File: src/rtl/axi_rdata_router_if.sv
`default_nettype none
// ============================================================================
//  Module   : axi_rdata_router_if
//  Brief    : Shared slave R channel plus the two routed master R channels.
//  Revision : 1.0 - initial release
// ============================================================================
interface axi_rdata_router_if #(
    parameter int ID_BITS   = 4,
    parameter int DATA_BITS = 32
);
    logic [ID_BITS+3:0]   RID_S;
    logic [DATA_BITS-1:0] RDATA_S;
    logic [1:0]           RRESP_S;
    logic                 RLAST_S;
    logic                 RVALID_S;
    logic                 RREADY_S;

    logic [ID_BITS-1:0]   RID_M0;
    logic [DATA_BITS-1:0] RDATA_M0;
    logic [1:0]           RRESP_M0;
    logic                 RLAST_M0;
    logic                 RVALID_M0;
    logic                 RREADY_M0;

    logic [ID_BITS-1:0]   RID_M1;
    logic [DATA_BITS-1:0] RDATA_M1;
    logic [1:0]           RRESP_M1;
    logic                 RLAST_M1;
    logic                 RVALID_M1;
    logic                 RREADY_M1;

    // slave: the router's view; master: the surrounding fabric's view
    modport slave (
        input  RID_S, RDATA_S, RRESP_S, RLAST_S, RVALID_S,
        output RREADY_S,
        output RID_M0, RDATA_M0, RRESP_M0, RLAST_M0, RVALID_M0,
        input  RREADY_M0,
        output RID_M1, RDATA_M1, RRESP_M1, RLAST_M1, RVALID_M1,
        input  RREADY_M1
    );

    modport master (
        output RID_S, RDATA_S, RRESP_S, RLAST_S, RVALID_S,
        input  RREADY_S,
        input  RID_M0, RDATA_M0, RRESP_M0, RLAST_M0, RVALID_M0,
        output RREADY_M0,
        input  RID_M1, RDATA_M1, RRESP_M1, RLAST_M1, RVALID_M1,
        output RREADY_M1
    );
endinterface
`default_nettype wire

File: src/rtl/axi_rdata_router.sv
`default_nettype none
// ============================================================================
//  Module   : axi_rdata_router
//  Brief    : Tag-decoding R-channel return router with burst lock and 2-deep FIFO.
//  Revision : 1.0 - initial release
// ============================================================================
module axi_rdata_router #(
    parameter int ID_BITS   = 4,
    parameter int DATA_BITS = 32
) (
    input  logic                clk,
    input  logic                rst,
    axi_rdata_router_if.slave   bus,
    output logic                err_tag,
    output logic                err_intlv
);
    localparam int c_SID_BITS = ID_BITS + 4;
    localparam int c_ENT_BITS = c_SID_BITS + DATA_BITS + 3;

    typedef enum logic [1:0] {
        S_IDLE    = 2'd0,
        S_LOCK_M0 = 2'd1,
        S_LOCK_M1 = 2'd2,
        S_DROP    = 2'd3
    } state_t;

    state_t                  state_q, state_d;
    logic [c_ENT_BITS-1:0]   mem_q [2];
    logic                    wr_ptr_q, rd_ptr_q;
    logic [1:0]              count_q, count_d;
    logic                    err_tag_q, err_tag_d;
    logic                    err_intlv_q, err_intlv_d;

    logic                    w_full, w_empty, w_push, w_pop, w_act;
    logic [c_ENT_BITS-1:0]   w_head;
    logic [c_SID_BITS-1:0]   w_head_id;
    logic [DATA_BITS-1:0]    w_head_data;
    logic [1:0]              w_head_resp;
    logic                    w_head_last;
    logic [3:0]              w_tag;
    logic                    w_tag_m0, w_tag_m1;
    logic                    w_sel_m0, w_sel_m1, w_sel_drop;
    logic                    w_v0, w_v1;

    always_comb begin
        w_full      = (count_q == 2'd2);
        w_empty     = (count_q == 2'd0);
        w_push      = bus.RVALID_S & ~w_full & ~rst;
        w_head      = mem_q[rd_ptr_q];
        w_head_id   = w_head[c_ENT_BITS-1 -: c_SID_BITS];
        w_head_data = w_head[DATA_BITS+2:3];
        w_head_resp = w_head[2:1];
        w_head_last = w_head[0];
        w_tag       = w_head_id[c_SID_BITS-1 -: 4];
        w_tag_m0    = (w_tag == 4'b0001);
        w_tag_m1    = (w_tag == 4'b0010);

        // Locked states ignore the head tag so a whole burst stays on one master
        w_sel_m0   = 1'b0;
        w_sel_m1   = 1'b0;
        w_sel_drop = 1'b0;
        case (state_q)
            S_IDLE: begin
                w_sel_m0   = w_tag_m0;
                w_sel_m1   = w_tag_m1;
                w_sel_drop = ~w_tag_m0 & ~w_tag_m1;
            end
            S_LOCK_M0: w_sel_m0   = 1'b1;
            S_LOCK_M1: w_sel_m1   = 1'b1;
            default:   w_sel_drop = 1'b1;
        endcase

        w_act = ~w_empty & ~rst;
        w_v0  = w_act & w_sel_m0;
        w_v1  = w_act & w_sel_m1;
        w_pop = (w_v0 & bus.RREADY_M0) | (w_v1 & bus.RREADY_M1) | (w_act & w_sel_drop);

        state_d = state_q;
        if (w_pop) begin
            if (w_head_last) begin
                state_d = S_IDLE;
            end else if (state_q == S_IDLE) begin
                if (w_sel_m0) begin
                    state_d = S_LOCK_M0;
                end else if (w_sel_m1) begin
                    state_d = S_LOCK_M1;
                end else begin
                    state_d = S_DROP;
                end
            end
        end

        count_d = count_q;
        if (w_push & ~w_pop) begin
            count_d = count_q + 2'd1;
        end else if (~w_push & w_pop) begin
            count_d = count_q - 2'd1;
        end

        err_tag_d   = err_tag_q | (w_pop & w_sel_drop);
        err_intlv_d = err_intlv_q | (w_pop & (((state_q == S_LOCK_M0) & ~w_tag_m0) |
                                               ((state_q == S_LOCK_M1) & ~w_tag_m1)));
    end

    always_comb begin
        bus.RREADY_S  = ~w_full & ~rst;
        bus.RVALID_M0 = w_v0;
        bus.RID_M0    = w_v0 ? w_head_id[ID_BITS-1:0] : '0;
        bus.RDATA_M0  = w_v0 ? w_head_data : '0;
        bus.RRESP_M0  = w_v0 ? w_head_resp : 2'b00;
        bus.RLAST_M0  = w_v0 & w_head_last;
        bus.RVALID_M1 = w_v1;
        bus.RID_M1    = w_v1 ? w_head_id[ID_BITS-1:0] : '0;
        bus.RDATA_M1  = w_v1 ? w_head_data : '0;
        bus.RRESP_M1  = w_v1 ? w_head_resp : 2'b00;
        bus.RLAST_M1  = w_v1 & w_head_last;
        err_tag       = err_tag_q & ~rst;
        err_intlv     = err_intlv_q & ~rst;
    end

    always_ff @(posedge clk) begin
        if (rst) begin
            state_q     <= S_IDLE;
            wr_ptr_q    <= 1'b0;
            rd_ptr_q    <= 1'b0;
            count_q     <= 2'd0;
            err_tag_q   <= 1'b0;
            err_intlv_q <= 1'b0;
            mem_q[0]    <= '0;
            mem_q[1]    <= '0;
        end else begin
            state_q     <= state_d;
            count_q     <= count_d;
            err_tag_q   <= err_tag_d;
            err_intlv_q <= err_intlv_d;
            if (w_push) begin
                mem_q[wr_ptr_q] <= {bus.RID_S, bus.RDATA_S, bus.RRESP_S, bus.RLAST_S};
                wr_ptr_q        <= ~wr_ptr_q;
            end
            if (w_pop) begin
                rd_ptr_q <= ~rd_ptr_q;
            end
        end
    end
endmodule
`default_nettype wire

File: src/flat_wrapper.sv
// flat-port wrapper written by rule: the top's interface ports become plain ports
module axi_rdata_router_flat 
#(
    parameter int ID_BITS   = 4,
    parameter int DATA_BITS = 32
)
  (clk, rst, err_tag, err_intlv, bus_RID_S, bus_RDATA_S, bus_RRESP_S, bus_RLAST_S, bus_RVALID_S, bus_RREADY_S, bus_RID_M0, bus_RDATA_M0, bus_RRESP_M0, bus_RLAST_M0, bus_RVALID_M0, bus_RREADY_M0, bus_RID_M1, bus_RDATA_M1, bus_RRESP_M1, bus_RLAST_M1, bus_RVALID_M1, bus_RREADY_M1);
  axi_rdata_router_if #(.ID_BITS(ID_BITS), .DATA_BITS(DATA_BITS)) bus_i ();
  input  logic clk;
  input  logic rst;
  output logic err_tag;
  output logic err_intlv;
  input wire logic [$bits(bus_i.RID_S)-1:0] bus_RID_S;
  input wire logic [$bits(bus_i.RDATA_S)-1:0] bus_RDATA_S;
  input wire logic [$bits(bus_i.RRESP_S)-1:0] bus_RRESP_S;
  input wire logic [$bits(bus_i.RLAST_S)-1:0] bus_RLAST_S;
  input wire logic [$bits(bus_i.RVALID_S)-1:0] bus_RVALID_S;
  output wire logic [$bits(bus_i.RREADY_S)-1:0] bus_RREADY_S;
  output wire logic [$bits(bus_i.RID_M0)-1:0] bus_RID_M0;
  output wire logic [$bits(bus_i.RDATA_M0)-1:0] bus_RDATA_M0;
  output wire logic [$bits(bus_i.RRESP_M0)-1:0] bus_RRESP_M0;
  output wire logic [$bits(bus_i.RLAST_M0)-1:0] bus_RLAST_M0;
  output wire logic [$bits(bus_i.RVALID_M0)-1:0] bus_RVALID_M0;
  input wire logic [$bits(bus_i.RREADY_M0)-1:0] bus_RREADY_M0;
  output wire logic [$bits(bus_i.RID_M1)-1:0] bus_RID_M1;
  output wire logic [$bits(bus_i.RDATA_M1)-1:0] bus_RDATA_M1;
  output wire logic [$bits(bus_i.RRESP_M1)-1:0] bus_RRESP_M1;
  output wire logic [$bits(bus_i.RLAST_M1)-1:0] bus_RLAST_M1;
  output wire logic [$bits(bus_i.RVALID_M1)-1:0] bus_RVALID_M1;
  input wire logic [$bits(bus_i.RREADY_M1)-1:0] bus_RREADY_M1;
  assign bus_i.RID_S = bus_RID_S;
  assign bus_i.RDATA_S = bus_RDATA_S;
  assign bus_i.RRESP_S = bus_RRESP_S;
  assign bus_i.RLAST_S = bus_RLAST_S;
  assign bus_i.RVALID_S = bus_RVALID_S;
  assign bus_RREADY_S = bus_i.RREADY_S;
  assign bus_RID_M0 = bus_i.RID_M0;
  assign bus_RDATA_M0 = bus_i.RDATA_M0;
  assign bus_RRESP_M0 = bus_i.RRESP_M0;
  assign bus_RLAST_M0 = bus_i.RLAST_M0;
  assign bus_RVALID_M0 = bus_i.RVALID_M0;
  assign bus_i.RREADY_M0 = bus_RREADY_M0;
  assign bus_RID_M1 = bus_i.RID_M1;
  assign bus_RDATA_M1 = bus_i.RDATA_M1;
  assign bus_RRESP_M1 = bus_i.RRESP_M1;
  assign bus_RLAST_M1 = bus_i.RLAST_M1;
  assign bus_RVALID_M1 = bus_i.RVALID_M1;
  assign bus_i.RREADY_M1 = bus_RREADY_M1;
  axi_rdata_router #(.ID_BITS(ID_BITS), .DATA_BITS(DATA_BITS)) u_core (.clk(clk), .rst(rst), .bus(bus_i), .err_tag(err_tag), .err_intlv(err_intlv));
endmodule
File: config.mk
export PLATFORM = sky130hd
export DESIGN_NAME = axi_rdata_router_flat
export DESIGN_NICKNAME = d
export VERILOG_FILES = /design/src/rtl/axi_rdata_router_if.sv /design/src/rtl/axi_rdata_router.sv /design/src/flat_wrapper.sv
export SDC_FILE = /design/constraint.sdc
export NUM_CORES = 1
export LEC_CHECK = 0
export BUFFER_PORTS_ARGS = -buffer_cell sky130_fd_sc_hd__buf_2
export CAP_MARGIN = 20
export CORE_MARGIN = 2
export CORE_UTILIZATION = 52
export CTS_CLUSTER_SIZE = 16
export DETAILED_ROUTE_END_ITERATION = 7
export PLACE_DENSITY = 0.8
export SLEW_MARGIN = 20
export SYNTH_ARGS = -nofsm -noshare
export SYNTH_HDL_FRONTEND = slang
export SYNTH_SLANG_ARGS = --single-unit
File: constraint.sdc
create_clock -name clk -period 3.2 [get_ports clk]
set_input_delay 0.96 -clock clk [delete_from_list [all_inputs] [get_ports clk]]
set_output_delay 0.96 -clock clk [all_outputs]
set_load 0.02 [all_outputs]
==> metrics <==
slowest CP cell=a2111o_1; # DRC=0; Yosys top cell by area=edfxtp_1; die width=98.2 µm; post-synthesis mux area share=9.22%; crit share post-route=103%; synthesized cell area=4610 µm²; setup slack after placement=0.253 ns; number of diodes=0; Area contributors post-synth=edfxtp_1 (56%), and2_1 (12%), mux2i_1 (8.7%), nor2_1 (6.7%), dfxtp_1 (3.9%); 1st-iter DRT viols=158; status=complete, but fails checks; non-filler instance count after layout=652; WL/cell=16.6 µm; first-pass GRT wire length=16.1 mm; Worst-path clk slew=0.09 ns; CTS max path bufs=2; CTS root buf=clkbuf_8; Worst EP required=2.24 ns; startpoint types=flip-flop; post-synthesis xor/xnor area fraction=0.760%; final-stage net count=591; kind of critical path=reg -> out; Primary FF master, synth=edfxtp_1; Synth Area in Simple Gates=22.3%; Initial DRT Pass Iterations=5; vias in the first global route=3414; Clock Skew=0.00842 ns; chip height=98.2 µm; Synth top area share=56.0%; CTS tree=built; ys async rst share=0%; final wirelength=10.8 mm; most instantiated cells after synthesis=and2_1 (88), edfxtp_1 (86), nor2_1 (82); Synth-to-Final Area Change=31.3%; relative slew slack=62.7%; Slew @ Worst Pin=0.545 ns; Seq pwr share=42.0%; RSZ-0062 raised after global routing=true; Syn Area/Cell=11.6 µm²; die area=9640 µm²; cell row count=34; worst hold margin=0.535 ns; Netlist cell types=48; share of layout cells above drive strength 1=38.4%; Worst-Skew Late Latency=0.36 ns; Crit path largest cell delay=0.46 ns; Hold Vio Cnt, Final=0; CP Cell Sequence=or3_4 > a2111o_1 > nand2_2 > nand2_4 > buf_12 > nor2_1 > buf_4; grt ovf=0; count leader, synth=and2_1; GRT Overall Usage=21.2%; CP Capture Type=output port; clk sinks=95; Setup-failing EPs final=77; static leakage=2.57 nW; Worst EP arrival=2.34 ns; sw power=1.24 mW; Routability Congestion=0.898; Via-to-Cell Ratio=5.33; Seq cells post-synth=95; Synth Area in Adders=1.09%; count of warnings emitted by yosys=0; vias=3472; initial antenna violation count=1; final worst slack=-0.0986 ns; CORE AREA=8680 µm²; failing checks=setup timing; CTS Buf Count=9; IO Count=131; Synth Area in Compound Gates=3.91%; Power Internal=2.61 mW; CP max FO=20; initial core utilization=53.1%; Detail Route Antenna Nets=0; main combinational cell family by area after synthesis=simple AND/OR/NAND/NOR gates; Post-Syn Nets=450; Comb pwr share=33.3%; sequential-to-total area share from yosys stat=59.9%; Tmin final=3.30 ns; Pwr Total=3.85 mW; hpwl dp=6.71 mm; EDFF count, synth=86; largest net degree at the start of global routing=44; Clk pwr share=24.7%; Post-Syn Instances=398; Hold WC Path Type=reg -> reg; dpl cells=626; Sw Ratio=32.3%; max frequency=303 MHz; PortBufs=130; fin. max-slew vios=0; Filler Cell Count=623; cell area power density=636 nW/µm²; max_cap viols=0; VDD IR max=0.360 mV; htree depth=3
-- per-stage QoR --
step	util, %	cell area, µm²	TNS (ns)
2_1_floorplan	-	4610	0
5_1_grt	69.8	6050	-12.15
6_report	69.8	6050	-3.25
3_3_place_gp	62.3	5400	0
4_1_cts	67.0	5810	-0.610
3_5_place_dp	62.3	5400	0
-- routing by layer --
metal  track usage [%]  up-vias  share of wire (%)
li1                  -     1640                  -
met1              25.0     1684                 39
met2              38.4      128                 53
met3              5.01       18                6.5
met4              6.64        2                1.5
met5                 0        -               0.10
-- final timing paths --
path	start	to	slack, ns	depth (start not counted)
worst max-delay path	u_core.mem_q[0][41]$_SDFFCE_PN0P_	bus_RDATA_M0[3]	-0.1	7
worst min register to register	u_core.count_q[1]$_SDFFE_PP0P_	u_core.count_q[1]$_SDFFE_PP0P_	0.53	2
worst min-delay path	u_core.count_q[1]$_SDFFE_PP0P_	u_core.count_q[1]$_SDFFE_PP0P_	0.53	2
worst max register to register	u_core.mem_q[0][41]$_SDFFCE_PN0P_	u_core.count_q[1]$_SDFFE_PP0P_	0.37	9
-- cell usage in the layout (no fill, tap or decap), types with 3 or more instances in the layout --
cell,instances
dfxtp_1,8
o21ai_0,3
inv_1,8
mux2i_1,40
or2_2,3
and2_1,88
xor2_1,3
bufinv_16,3
nand2_1,8
nor2_1,59
ha_1,4
buf_12,3
buf_2,90
nor2_2,21
buf_4,42
clkbuf_8,9
buf_6,16
edfxtp_1,86
-- kinds of logic after synthesis --
logic type | Yosys count
and+or+nand+nor | 199
AOI/OAI and AO/OA | 22
DFF | 95
buffers and inverters | 32
xor gates and xnor gates | 4
adders and majority gates | 4
muxes | 42
-- timing repair --
action                     CTS  global route
hold buffers                 0             0
resized for setup           44            56
setup endpoints to repair   80            80
pin swaps                    2             3
gates cloned                 0             1
buffers inserted             6             3
-- critical path: cells and delay by family, from the launching register on --
family                 cells  cell delay (ns)
and+or+nand+nor            4             0.75
AOI/OAI and AO/OA          1             0.46
buffers and inverters      2             0.33
DFF                        1             0.44
-- power by group through the flow --
stage,Clock [mW],Sequential [mW],Combinational (mW)
3_5_place_dp,0,1.65,1.07
4_1_cts,0.963,1.61,1.15
2_1_floorplan,0,1.61,0.815
6_report,0.951,1.62,1.28
5_1_grt,1.01,1.63,1.38
3_3_place_gp,0,1.64,1.05
-- final cells by class --
type / instances / area (µm²) / area share (%)
sequential: 95 / 2770 / 45.7
multi-input combinational: 271 / 1830 / 30.2
timing repair buffer: 153 / 1050 / 17.3
tap: 108 / 135 / 2.23
clock buffer: 10 / 128 / 2.11
clock inverter: 6 / 115 / 1.90
inverter: 9 / 33.8 / 0.558
-- flip-flops by register name, summed over array words and instances, names as in the netlist, named ones only --
register and flops:
u_core.err_tag_q 1, u_core.wr_ptr_q 1, u_core.rd_ptr_q 1, u_core.mem_q 86
u_core.count_q 2, u_core.state_q 2, u_core.err_intlv_q 1
No activity file was read; power rests on OpenSTA's default activity.
